**config.mk**
```make
export PLATFORM = sky130hd
export DESIGN_NAME = pwl_synth_dac_out
export DESIGN_NICKNAME = d
export VERILOG_FILES = /design/src/rtl/pwl_synth_out_pkg.sv /design/src/rtl/pwl_synth_sdm1.sv /design/src/rtl/pwl_synth_dac_out.sv
export SDC_FILE = /design/constraint.sdc
export NUM_CORES = 1
export LEC_CHECK = 0
export BUFFER_PORTS_ARGS = -buffer_cell sky130_fd_sc_hd__buf_2
export CORE_MARGIN = 4
export CORE_UTILIZATION = 40
export CTS_CLUSTER_DIAMETER = 100
export CTS_CLUSTER_SIZE = 24
export DETAILED_ROUTE_END_ITERATION = 10
export GPL_TIMING_DRIVEN = 0
export PLACE_DENSITY_LB_ADDON = 0.15
export SLEW_MARGIN = 30
export SYNTH_ARGS = -nofsm -noshare
export SYNTH_HDL_FRONTEND = slang
export SYNTH_HIERARCHICAL = 1
export SYNTH_SLANG_ARGS = --single-unit
export TNS_END_PERCENT = 1
```
**constraint.sdc**
```tcl
create_clock -name clk -period 2.95 [get_ports clk]
set_input_delay 0.885 -clock clk [delete_from_list [all_inputs] [get_ports clk]]
set_output_delay 0.885 -clock clk [all_outputs]
set_load 0.005 [all_outputs]
```
**src/rtl/pwl_synth_out_pkg.sv**
```systemverilog
// Shared constants for the PWL synth output stage: mode encodings and default widths.
package pwl_synth_out_pkg;

    localparam int BITS_DEF       = 12;
    localparam int FRAME_BITS_DEF = 8;

    localparam logic [1:0] MODE_OFF = 2'b00;
    localparam logic [1:0] MODE_SDM = 2'b01;
    localparam logic [1:0] MODE_PWM = 2'b10;

endpackage

```
**src/rtl/pwl_synth_sdm1.sv**
```systemverilog
// First-order sigma-delta accumulator; bit_o is the carry of the next accumulator value.
module pwl_synth_sdm1 #(
    parameter int BITS = 12
) (
    input  logic            clk,
    input  logic            rst_n,
    input  logic            en_i,
    input  logic [BITS-1:0] u_i,
    output logic            bit_o
);

    logic [BITS:0] acc_q;
    logic [BITS:0] acc_d;

    // Disabled means held at zero so a later SDM frame starts from a clean phase.
    always_comb begin
        acc_d = '0;
        if (en_i) begin
            acc_d = {1'b0, acc_q[BITS-1:0]} + {1'b0, u_i};
        end
    end

    assign bit_o = acc_d[BITS];

    always_ff @(posedge clk or negedge rst_n) begin
        if (!rst_n) begin
            acc_q <= '0;
        end else begin
            acc_q <= acc_d;
        end
    end

endmodule

```
**src/rtl/pwl_synth_dac_out.sv**
```systemverilog
// 1-bit audio output stage: one-entry sample buffer, frame timing, PWM or sigma-delta modulation.
module pwl_synth_dac_out
    import pwl_synth_out_pkg::*;
#(
    parameter int BITS       = BITS_DEF,
    parameter int FRAME_BITS = FRAME_BITS_DEF
) (
    input  logic            clk,
    input  logic            rst_n,
    input  logic [BITS-1:0] sample_in,
    input  logic            sample_valid,
    output logic            sample_ready,
    input  logic [1:0]      mode,
    input  logic [2:0]      vol,
    input  logic            underrun_clr,
    output logic            underrun,
    output logic            frame_start,
    output logic            audio_out
);

    logic [FRAME_BITS-1:0] frame_cnt_q, frame_cnt_d;
    logic                  full_q, full_d;
    logic [BITS-1:0]       hold_q, hold_d;
    logic [BITS-1:0]       active_q, active_d;
    logic [1:0]            mode_q, mode_d;
    logic [2:0]            vol_q, vol_d;
    logic                  underrun_q, underrun_d;
    logic                  frame_start_q;
    logic                  audio_q, audio_d;

    logic                  boundary;
    logic                  underrun_set;
    logic signed [BITS-1:0] att;
    logic [BITS-1:0]       u_d;
    logic [FRAME_BITS-1:0] pwm_level;
    logic                  sdm_bit;

    assign boundary = &frame_cnt_q;

    always_comb begin
        frame_cnt_d  = frame_cnt_q + 1'b1;
        full_d       = full_q;
        hold_d       = hold_q;
        active_d     = active_q;
        mode_d       = mode_q;
        vol_d        = vol_q;
        underrun_set = 1'b0;
        if (boundary) begin
            mode_d = mode;
            vol_d  = vol;
            if (full_q) begin
                active_d = hold_q;
                full_d   = 1'b0;
            end else if (sample_valid) begin
                active_d = sample_in;
            end else begin
                underrun_set = 1'b1;
            end
        end else if (sample_valid && !full_q) begin
            hold_d = sample_in;
            full_d = 1'b1;
        end
        underrun_d = underrun_set ? 1'b1 : (underrun_clr ? 1'b0 : underrun_q);
    end

    // Modulators look at the values that will be in effect next cycle, so the
    // output registered at the boundary already belongs to the new frame.
    always_comb begin
        att       = $signed(active_d) >>> vol_d;
        u_d       = att ^ {1'b1, {(BITS-1){1'b0}}};
        pwm_level = u_d[BITS-1 -: FRAME_BITS];
        case (mode_d)
            MODE_PWM: audio_d = pwm_level > frame_cnt_d;
            MODE_SDM: audio_d = sdm_bit;
            MODE_OFF: audio_d = 1'b0;
            default:  audio_d = 1'b0;
        endcase
    end

    pwl_synth_sdm1 #(.BITS(BITS)) u_sdm (
        .clk   (clk),
        .rst_n (rst_n),
        .en_i  (mode_d == MODE_SDM),
        .u_i   (u_d),
        .bit_o (sdm_bit)
    );

    always_ff @(posedge clk or negedge rst_n) begin
        if (!rst_n) begin
            frame_cnt_q   <= '0;
            full_q        <= 1'b0;
            hold_q        <= '0;
            active_q      <= '0;
            mode_q        <= MODE_OFF;
            vol_q         <= '0;
            underrun_q    <= 1'b0;
            frame_start_q <= 1'b0;
            audio_q       <= 1'b0;
        end else begin
            frame_cnt_q   <= frame_cnt_d;
            full_q        <= full_d;
            hold_q        <= hold_d;
            active_q      <= active_d;
            mode_q        <= mode_d;
            vol_q         <= vol_d;
            underrun_q    <= underrun_d;
            frame_start_q <= boundary;
            audio_q       <= audio_d;
        end
    end

    assign sample_ready = !full_q;
    assign underrun     = underrun_q;
    assign frame_start  = frame_start_q;
    assign audio_out    = audio_q;

endmodule

```
==> results.ini <==
[routing]
antenna_left=0
wl_per_cell_um=15.9
drt_first_pass_iters=4
drt-total-wl_um=8050
drcViolationCount=0
num_vias=2723
vias_per_cell=5.37
drt_first_iter_violations=117

[sta]
maxSlewViolCount=0
worst_pin_slew_ns=0.710
finalClockSkew_ns=0.00388
maxSlewHeadroom=0.527
setup_ws_ns=-0.522
period_share=1.18
rsz0062_at_grt=yes
finalHoldViolCount=0
period_minus_slack_ns=3.47
timing.fmax_ghz=0.288
finalSetupViolations=10

[global_route]
antenna_found_initial=0
grt.overflow.total=0
grt_usage=0.162
first_global_vias=2672
grt_max_degree=54
grt_pass1_wl_um=13300

[cells_and_area]
drive_gt1_frac=0.358
antenna_cells=0
fin_nets=446
fin_util=0.519
fill_cells=774
multiInputGateArea_um2=2310
finalNonFillerCells=507
regArea_um2=1330
syn_to_final_growth_pct=23.5

[synthesis]
synth_top_area_frac=0.376
synthTopCellsByArea=dfrtp_1 38%, mux2_2 8.9%, ha_1 8.2%, mux2i_1 7.4%, o21ai_0 3.0%
syn_area_per_cell_um2=10.1
yosysUniqueCellTypes=53
synth_nets=393
synth_edf_count=0
netlist_top_cells_count=53 x dfrtp_1, 28 x mux2_2, 27 x inv_1, 27 x nor2_1, 26 x mux2i_1
synth_most_common_cell=dfrtp_1
yosys_register_bits=53
yosysSeqAreaShare=0.376
syn_inst=348
async_flop_share=1.00
ys_dominant_reg_cell=dfrtp_1
yosysWarnings=6
yosys.area.top_type=dfrtp_1
syn-cell-area_um2=3520

[placed_design]
dp.cells=477
dpl.hpwl_um=5750
place_ws_ns=-1.27
port_buffers=24
gp_congestion=0.812

[worst_setup_path]
cp_max_fo=8
cp-start-kind=input pin
arrival_ns=3.71
r2r.worst_path.cells=17
r2r_slack_ns=-0.45
worst_setup_path_end_kind=flop
r2r_start=frame_cnt_q[0]
r2r-end=audio_out
criticalPathCategory=in -> reg
critPathRequiredTime_ns=3.19

[run_status]
violations=setup timing
status=finished with violations

[floorplanning]
initial_core_util=0.420
rows=33
io_pins=25
die_w_um=102
core_um2=8380
die_area_um2=10400
die_h_um=102

[min_path]
holdCritStartpoint=active_q[0]
hold_path.class=reg -> reg
worstHoldPathCells=2
hold_path_end=active_q[0]

[clock_tree]
cts.sinks=53
cts_made_buffers=5
clk_latency_ns=0.30
cts.path.max_buffers=2
cts-hold-fix-buffers=0
path_clk_slew_ns=0.10
htreeDepth=2
ctsRootBufferMaster=clkbuf_8
cts_tree=yes

[job]
maxCapViolCount=0

[power]
p_leak_uw=0.00205
irDropWorstVdd_v=0.000215
p_per_area_nw_per_um2=375

final cells by class:
cell class                      count  share of cell area
Clock buffer                        8              0.0184
Tap cell                          105              0.0302
Inverter                           29              0.0250
Sequential cell                    53               0.305
Timing Repair Buffer               47              0.0710
Buffer                             10              0.0201
Multi-Input combinational cell    255               0.530
registers in the layout, summed over array words and instances, names as in the netlist:
signal	flops
frame_start	1
active_q	12
u_sdm/acc_q	12
hold_q	12
audio_out	1
full_q	1
frame_cnt_q	8
vol_q	3
underrun	1
mode_q	2
critical path, stage by stage:
cell and delay (ns):
buf_8 0.11, buf_12 0.13, mux2_4 0.20, mux2i_4 0.07, a221o_1 0.38, mux2i_4 0.17, o22a_1 0.19, ha_2 0.19
inv_2 0.04, fa_2 0.34, inv_1 0.06, a21o_1 0.15, a41o_4 0.24, a31oi_4 0.09, o32ai_2 0.22, nand2_1 0.11
a21oi_2 0.13
where the power goes:
| part | total, uW | internal (uW) | switching, uW |
|---|---|---|---|
| Clock | 411 | 170 | 241 |
| Combinational | 437 | 220 | 217 |
| Sequential | 784 | 763 | 21.3 |
routing by layer:
metal | share of wire | GRT usage | up-vias
li1 | - | - | 1344
met1 | 0.48 | 0.227 | 1343
met2 | 0.48 | 0.268 | 32
met3 | 0.033 | 0.0266 | 4
met4 | 0.0052 | 0.0303 | 0
met5 | 0 | 0 | -
worst max-delay path by stage:
stage | from | endpoint | slack (ns) | cells after the start
2_1_floorplan | sample_valid | audio_out | -0.58 | 14
3_3_place_gp | sample_valid | audio_out | -1.28 | 16
3_5_place_dp | sample_valid | audio_out | -1.27 | 16
4_1_cts | sample_valid | audio_out | -0.62 | 17
5_1_grt | sample_valid | audio_out | -0.61 | 17
6_report | sample_valid | audio_out | -0.52 | 17
metrics by stage:
step,power [uW],setup TNS [ns],cell area [um2],hold slack (ns)
3_3_place_gp,1130,-9.74,3800,0.460
4_1_cts,1620,-3.47,4180,0.485
5_1_grt,1730,-4.82,4350,0.527
2_1_floorplan,1040,-3.59,3540,0.436
6_report,1630,-3.44,4350,0.500
3_5_place_dp,1130,-9.64,3800,0.461
placed cells by master, fill, tap and decap left out, types with 8 or more instances in the layout:
cell,synthesis,final
nand2_1,24,24
ha_1,23,16
mux2_4,1,8
nor2_1,27,27
mux2i_1,26,18
mux2_2,28,21
xor2_1,8,8
o21ai_0,21,12
buf_4,2,25
dfrtp_1,53,52
inv_1,27,24
buf_2,4,24
a21oi_1,17,12
what timing repair did:
action / in CTS / in global routing
endpoints found under the hold margin: 0 / 0
setup buffers: 14 / 9
endpoints found under the setup margin: 10 / 11
gates cloned: 0 / 0
pin swaps: 13 / 16
gates resized for setup: 50 / 24
cells by family (layout without fill, tap and decap cells):
family	after synthesis	after routing	synth area share
AND/OR/NAND/NOR	81	81	0.111
AO/OA/AOI/OAI	78	78	0.153
multiplexers	58	58	0.187
flip-flops	53	53	0.376
buffers and inverters	40	94	0.0504
adder cells (fa/ha/maj)	24	24	0.0874
XOR/XNOR	14	14	0.0348
Note: power is estimated with default switching activity, not from simulation.
